<file path="config.mk">
export PLATFORM = sky130hd
export DESIGN_NAME = mandelbrot_pixel_packer
export DESIGN_NICKNAME = d
export VERILOG_FILES = /design/src/rtl/mandelbrot_pixel_packer.sv
export SDC_FILE = /design/constraint.sdc
export NUM_CORES = 1
export LEC_CHECK = 0
export ABC_AREA = 1
export BUFFER_PORTS_ARGS = -buffer_cell sky130_fd_sc_hd__buf_2
export CAP_MARGIN = 20
export CORE_UTILIZATION = 50
export CTS_CLUSTER_DIAMETER = 60
export CTS_CLUSTER_SIZE = 20
export DETAILED_ROUTE_END_ITERATION = 8
export PLACE_DENSITY = 0.67
export SYNTH_ARGS = -nofsm -noshare
export SYNTH_HDL_FRONTEND = slang
export SYNTH_SLANG_ARGS = --single-unit
</file>
<file path="constraint.sdc">
create_clock -name clk -period 3.4 [get_ports clk]
set_input_delay 0.17 -clock clk [delete_from_list [all_inputs] [get_ports clk]]
set_output_delay 0.17 -clock clk [all_outputs]
set_load 0.005 [all_outputs]
</file>
<file path="src/rtl/mandelbrot_pixel_packer.sv">
// Pixel stream packer for the Mandelbrot engine.
// Tracks the raster position of each incoming pixel, packs two 4-bit pixels into
// one byte, and queues the bytes in a small FIFO that drains over a valid/ready
// interface. Each queued byte carries start-of-frame and end-of-line tags.
// The engine cannot be stalled, so a byte that finds the FIFO full is dropped
// and a sticky overrun flag is raised.
module mandelbrot_pixel_packer #(
    parameter int WIDTH      = 640,
    parameter int HEIGHT     = 480,
    parameter int FIFO_DEPTH = 8
) (
    input  logic       clk,
    input  logic       reset,
    input  logic       running,
    input  logic       new_ctr,
    input  logic [3:0] ctr_in,
    output logic [7:0] out_data,
    output logic       out_valid,
    input  logic       out_ready,
    output logic       out_sof,
    output logic       out_eol,
    output logic       overrun,
    output logic       frame_done
);

    localparam int XW = (WIDTH > 1) ? $clog2(WIDTH) : 1;
    localparam int YW = (HEIGHT > 1) ? $clog2(HEIGHT) : 1;
    localparam int AW = (FIFO_DEPTH > 1) ? $clog2(FIFO_DEPTH) : 1;
    localparam int PW = AW + 1;
    localparam logic [XW-1:0] X_LAST = XW'(WIDTH - 1);
    localparam logic [YW-1:0] Y_LAST = YW'(HEIGHT - 1);

    logic          running_q;
    logic [XW-1:0] x;
    logic [YW-1:0] y;
    logic [3:0]    held;
    logic [PW-1:0] wr_ptr;
    logic [PW-1:0] rd_ptr;
    logic [9:0]    mem [FIFO_DEPTH];

    logic          frame_start;
    logic [XW-1:0] x_cur;
    logic [YW-1:0] y_cur;
    logic          empty;
    logic          full;
    logic          pop;
    logic          odd_px;
    logic          push;
    logic          drop;
    logic [9:0]    entry;
    logic [9:0]    head;

    // Decode the current pixel position, FIFO status and push/pop decisions.
    always_comb begin
        frame_start = running & ~running_q;
        // A strobe coinciding with the frame start is already pixel (0,0).
        x_cur  = frame_start ? '0 : x;
        y_cur  = frame_start ? '0 : y;
        empty  = (wr_ptr == rd_ptr);
        full   = (wr_ptr[AW] != rd_ptr[AW]) && (wr_ptr[AW-1:0] == rd_ptr[AW-1:0]);
        pop    = ~empty & out_ready;
        odd_px = new_ctr & x_cur[0];
        // A full FIFO still accepts the byte when the head leaves in the same cycle.
        push   = odd_px & (~full | pop);
        drop   = odd_px & full & ~pop;
        entry  = {(x_cur == XW'(1)) && (y_cur == '0), x_cur == X_LAST, ctr_in, held};
        head   = mem[rd_ptr[AW-1:0]];
    end

    // Drive the byte interface from the FIFO head; payload is forced low while empty.
    always_comb begin
        out_valid = ~empty;
        out_data  = out_valid ? head[7:0] : 8'h00;
        out_sof   = out_valid & head[9];
        out_eol   = out_valid & head[8];
    end

    // Raster position, nibble holding, FIFO pointers and status flags.
    always_ff @(posedge clk) begin
        if (reset) begin
            running_q  <= 1'b0;
            x          <= '0;
            y          <= '0;
            held       <= 4'h0;
            wr_ptr     <= '0;
            rd_ptr     <= '0;
            overrun    <= 1'b0;
            frame_done <= 1'b0;
        end else begin
            running_q  <= running;
            frame_done <= new_ctr && (x_cur == X_LAST) && (y_cur == Y_LAST);

            if (new_ctr) begin
                if (x_cur == X_LAST) begin
                    x <= '0;
                    y <= (y_cur == Y_LAST) ? '0 : y_cur + YW'(1);
                end else begin
                    x <= x_cur + XW'(1);
                    y <= y_cur;
                end
            end else if (frame_start) begin
                x <= '0;
                y <= '0;
            end

            if (new_ctr && !x_cur[0]) begin
                held <= ctr_in;
            end

            if (push) begin
                wr_ptr <= wr_ptr + PW'(1);
            end
            if (pop) begin
                rd_ptr <= rd_ptr + PW'(1);
            end

            // A drop in the frame-start cycle belongs to the new frame, so it wins.
            if (frame_start) begin
                overrun <= 1'b0;
            end
            if (drop) begin
                overrun <= 1'b1;
            end
        end
    end

    // FIFO storage; contents need no reset because the pointers define validity.
    always_ff @(posedge clk) begin
        if (!reset && push) begin
            mem[wr_ptr[AW-1:0]] <= entry;
        end
    end

endmodule

</file>
==> results.yml <==
status:
  status: "finished, final reports clean"
timing:
  final-hold-violation-count: 0
  worstMarginPinSlew_ps: 974
  max_slew_margin: 0.348
  max_freq_ghz: 0.396
  period_share: 0.742
  setup_tns_ps: 0
  grt_setup_unrepaired: "false"
  fin_skew_ps: 7.82
  setup_viol: 0
  fin_crit_ps: 2520
  slew_violations: 0
cells_and_area:
  syn_to_final_growth_pct: 16.5
  nets: 567
  fin_cells: 700
  drive_above_1_share: 0.180
  antenna_cells: 0
synthesis:
  yosys.area.top_type: "edfxtp_1"
  ys_warn_count: 0
  avgSynthCellArea_um2: 10.0
  synth.distinct_cells: 34
  synth_area_leaders: "edfxtp_1, dfxtp_1, nor2_1"
  synth_fp_nets: 531
  synth_seq_cells: 117
  syn_area_um2: 5200
  postSynthCellCount: 518
  ys_seq_area_frac: 0.604
  synth_top_area_frac: 0.462
power_and_ir_drop:
  p_sw_uw: 882
  combPwrFrac: 0.104
  clkPwrFrac: 0.460
  peakVddDrop_mv: 0.342
  internal-power_uw: 2690
  switching_share: 0.247
  finalPower_uw: 3570
  power.density_nw_per_um2: 589
  p_leak_uw: 0.00231
  pwr-share-seq: 0.436
critical_path:
  crit_path_start_kind: "flop"
  critPathLaunch: "wr_ptr[2]"
  r2r-end: "mem[7][8]"
  slowest_delay_ps: 480
  crit_slowest_cell: "dfxtp_1"
  crit_path_end_kind: "output pin"
  critPathMaxFanout: 12
  cp.required_ps: 3230
  reg2reg_from: "running_q"
  path_class: "flop to output pin"
  cp_cell_sequence: "xor2_1, nor2_2, nand2_1, o21ai_0, a31oi_1, buf_2"
  critical_path_arrival_ps: 2350
  ff2ff_path_depth: 6
  reg2reg_setup_slack_ps: 970
floorplanning:
  core_um2: 9910
  initial_core_util: 0.525
  io_pins: 22
  rows: 36
  dieArea_um2: 10800
  die_h_um: 104
  die_x_um: 104
clock_tree:
  cts.sinks: 117
  clkLatencyLatePin_ps: 510
  cts_root_buf: "clkbuf_8"
  path_clk_slew_ps: 50
  tritoncts: "done"
  cts_buffers: 17
  cts_max_path_buffers: 2
  cts_max_level: 4
  ctsResizeCount: 0
hold_path:
  worstHoldPathType: "input port to flop"
  min_delay_worst_endpoint: "frame_done"
  hp-start: "new_ctr"
  holdPathStages: 3
global_routing:
  grt_pass1_wl_mm: 18.1
  grt_use_total: 0.220
  grt_max_degree: 41
  grt_overflow: 0
  antenna_found_initial: 0
  grt_pass1_vias: 3643
detailed_routing:
  drtIter0Drc: 180
  routed_wl_mm: 11.1
  drtAntennaViolNets: 0
  dr.pass1.iters: 5
  vias_per_cell: 5.45
  drc_errors: 0
  vias: 3814
  post_drt_wl_per_cell_um: 15.8
place:
  port_buffers: 21
  detailed_place_hpwl_mm: 6.90
  place_congestion: 0.857
  place_inst: 660
flow_run:
  max_cap_violations: 0
-- state kept, by name, summed over array words and instances, names as in the netlist, named ones only --
| register | cells |
|---|---|
| mem | 80 |
| held | 4 |
| running_q | 1 |
| y | 9 |
| overrun | 1 |
| wr_ptr | 4 |
| frame_done | 1 |
| x | 10 |
| rd_ptr | 4 |
-- worst max path at each step --
stage | endpoint | slack [ps] | cells past startpoint
6_report | out_data[3] | 880 | 6
5_1_grt | out_data[3] | 680 | 6
4_1_cts | out_data[3] | 870 | 6
3_5_place_dp | mem[7][2] | 1020 | 6
3_3_place_gp | mem[7][6] | 1140 | 6
2_1_floorplan | mem[2][0] | 1360 | 6
-- layout by cell type (no fill, tap or decap), types with 16 or more instances in the layout --
master,n
nand2_1,59
edfxtp_1,80
clkbuf_16,16
buf_2,21
o21ai_0,56
inv_1,25
nor2_1,106
nand3_1,23
dfxtp_1,37
-- cell families (layout without fill, tap and decap cells) --
kind of cell | after synthesis | count (layout) | synth area share
and+or+nand+nor | 233 | 233 | 0.218
DFF | 117 | 117 | 0.604
AOI/OAI and AO/OA | 97 | 97 | 0.100
buffers and inverters | 54 | 103 | 0.0466
xor gates and xnor gates | 13 | 13 | 0.0219
adders and majority gates | 4 | 4 | 0.00962
-- through the flow --
stage	hold slack [ps]	setup WS [ps]	area, um2	utilization
after floorplan	249	1360	5200	-
after global placement	439	1140	5430	0.548
after detailed placement	457	1020	5430	0.548
after CTS	31.2	871	6060	0.612
after global routing	50.3	675	6060	0.612
final	53.3	877	6060	0.612
-- power groups by stage --
stage / combinational, uW / clock, uW / sequential (uW)
finish: 371 / 1640 / 1560
CTS: 373 / 1670 / 1560
detailed placement: 363 / 0 / 1590
floorplan: 254 / 0 / 1580
global placement: 357 / 0 / 1590
global route: 419 / 1730 / 1560
-- critical path: cells and delay by family, from the launching register on --
kind	cells	cell delay [ps]
XOR/XNOR	1	200
AO/OA/AOI/OAI	2	490
buffers and inverters	1	180
flip-flops	1	480
AND/OR/NAND/NOR	2	490
-- cells in the mapped netlist, drive strengths merged --
cell type	n
a211oi	1
a21oi	12
a31oi	10
buf	7
clkbuf	15
clkinv	1
dfxtp	37
edfxtp	80
ha	4
inv	31
nand2	74
nand3	26
nand4	5
nor2	119
nor3	8
nor4	1
o21ai	62
o22ai	12
xnor2	7
xor2	6
-- layout make-up --
| class | instances | area (um2) |
|---|---|---|
| clock buffer | 18 | 418 |
| clock inverter | 14 | 138 |
| fill | 828 | 3840 |
| inverter | 32 | 120 |
| multi-input combinational | 347 | 1820 |
| sequential | 117 | 3140 |
| tap | 133 | 166 |
| timing repair buffer | 39 | 260 |
-- per-layer routing --
metal  track usage  up-vias  wire length [um]
met3        0.0583       19               553
li1              -     1850                 -
met1         0.272     1828              4810
met5             0        -                 0
met4        0.0816        0               200
met2         0.368      117              5510
-- what timing repair did --
item	4_1_cts	5_1_grt
endpoints found under the setup margin	0	0
endpoints found under the hold margin	41	0
hold buffers	8	0
buffers inserted	0	0
Note: power is estimated with default switching activity, not from simulation.
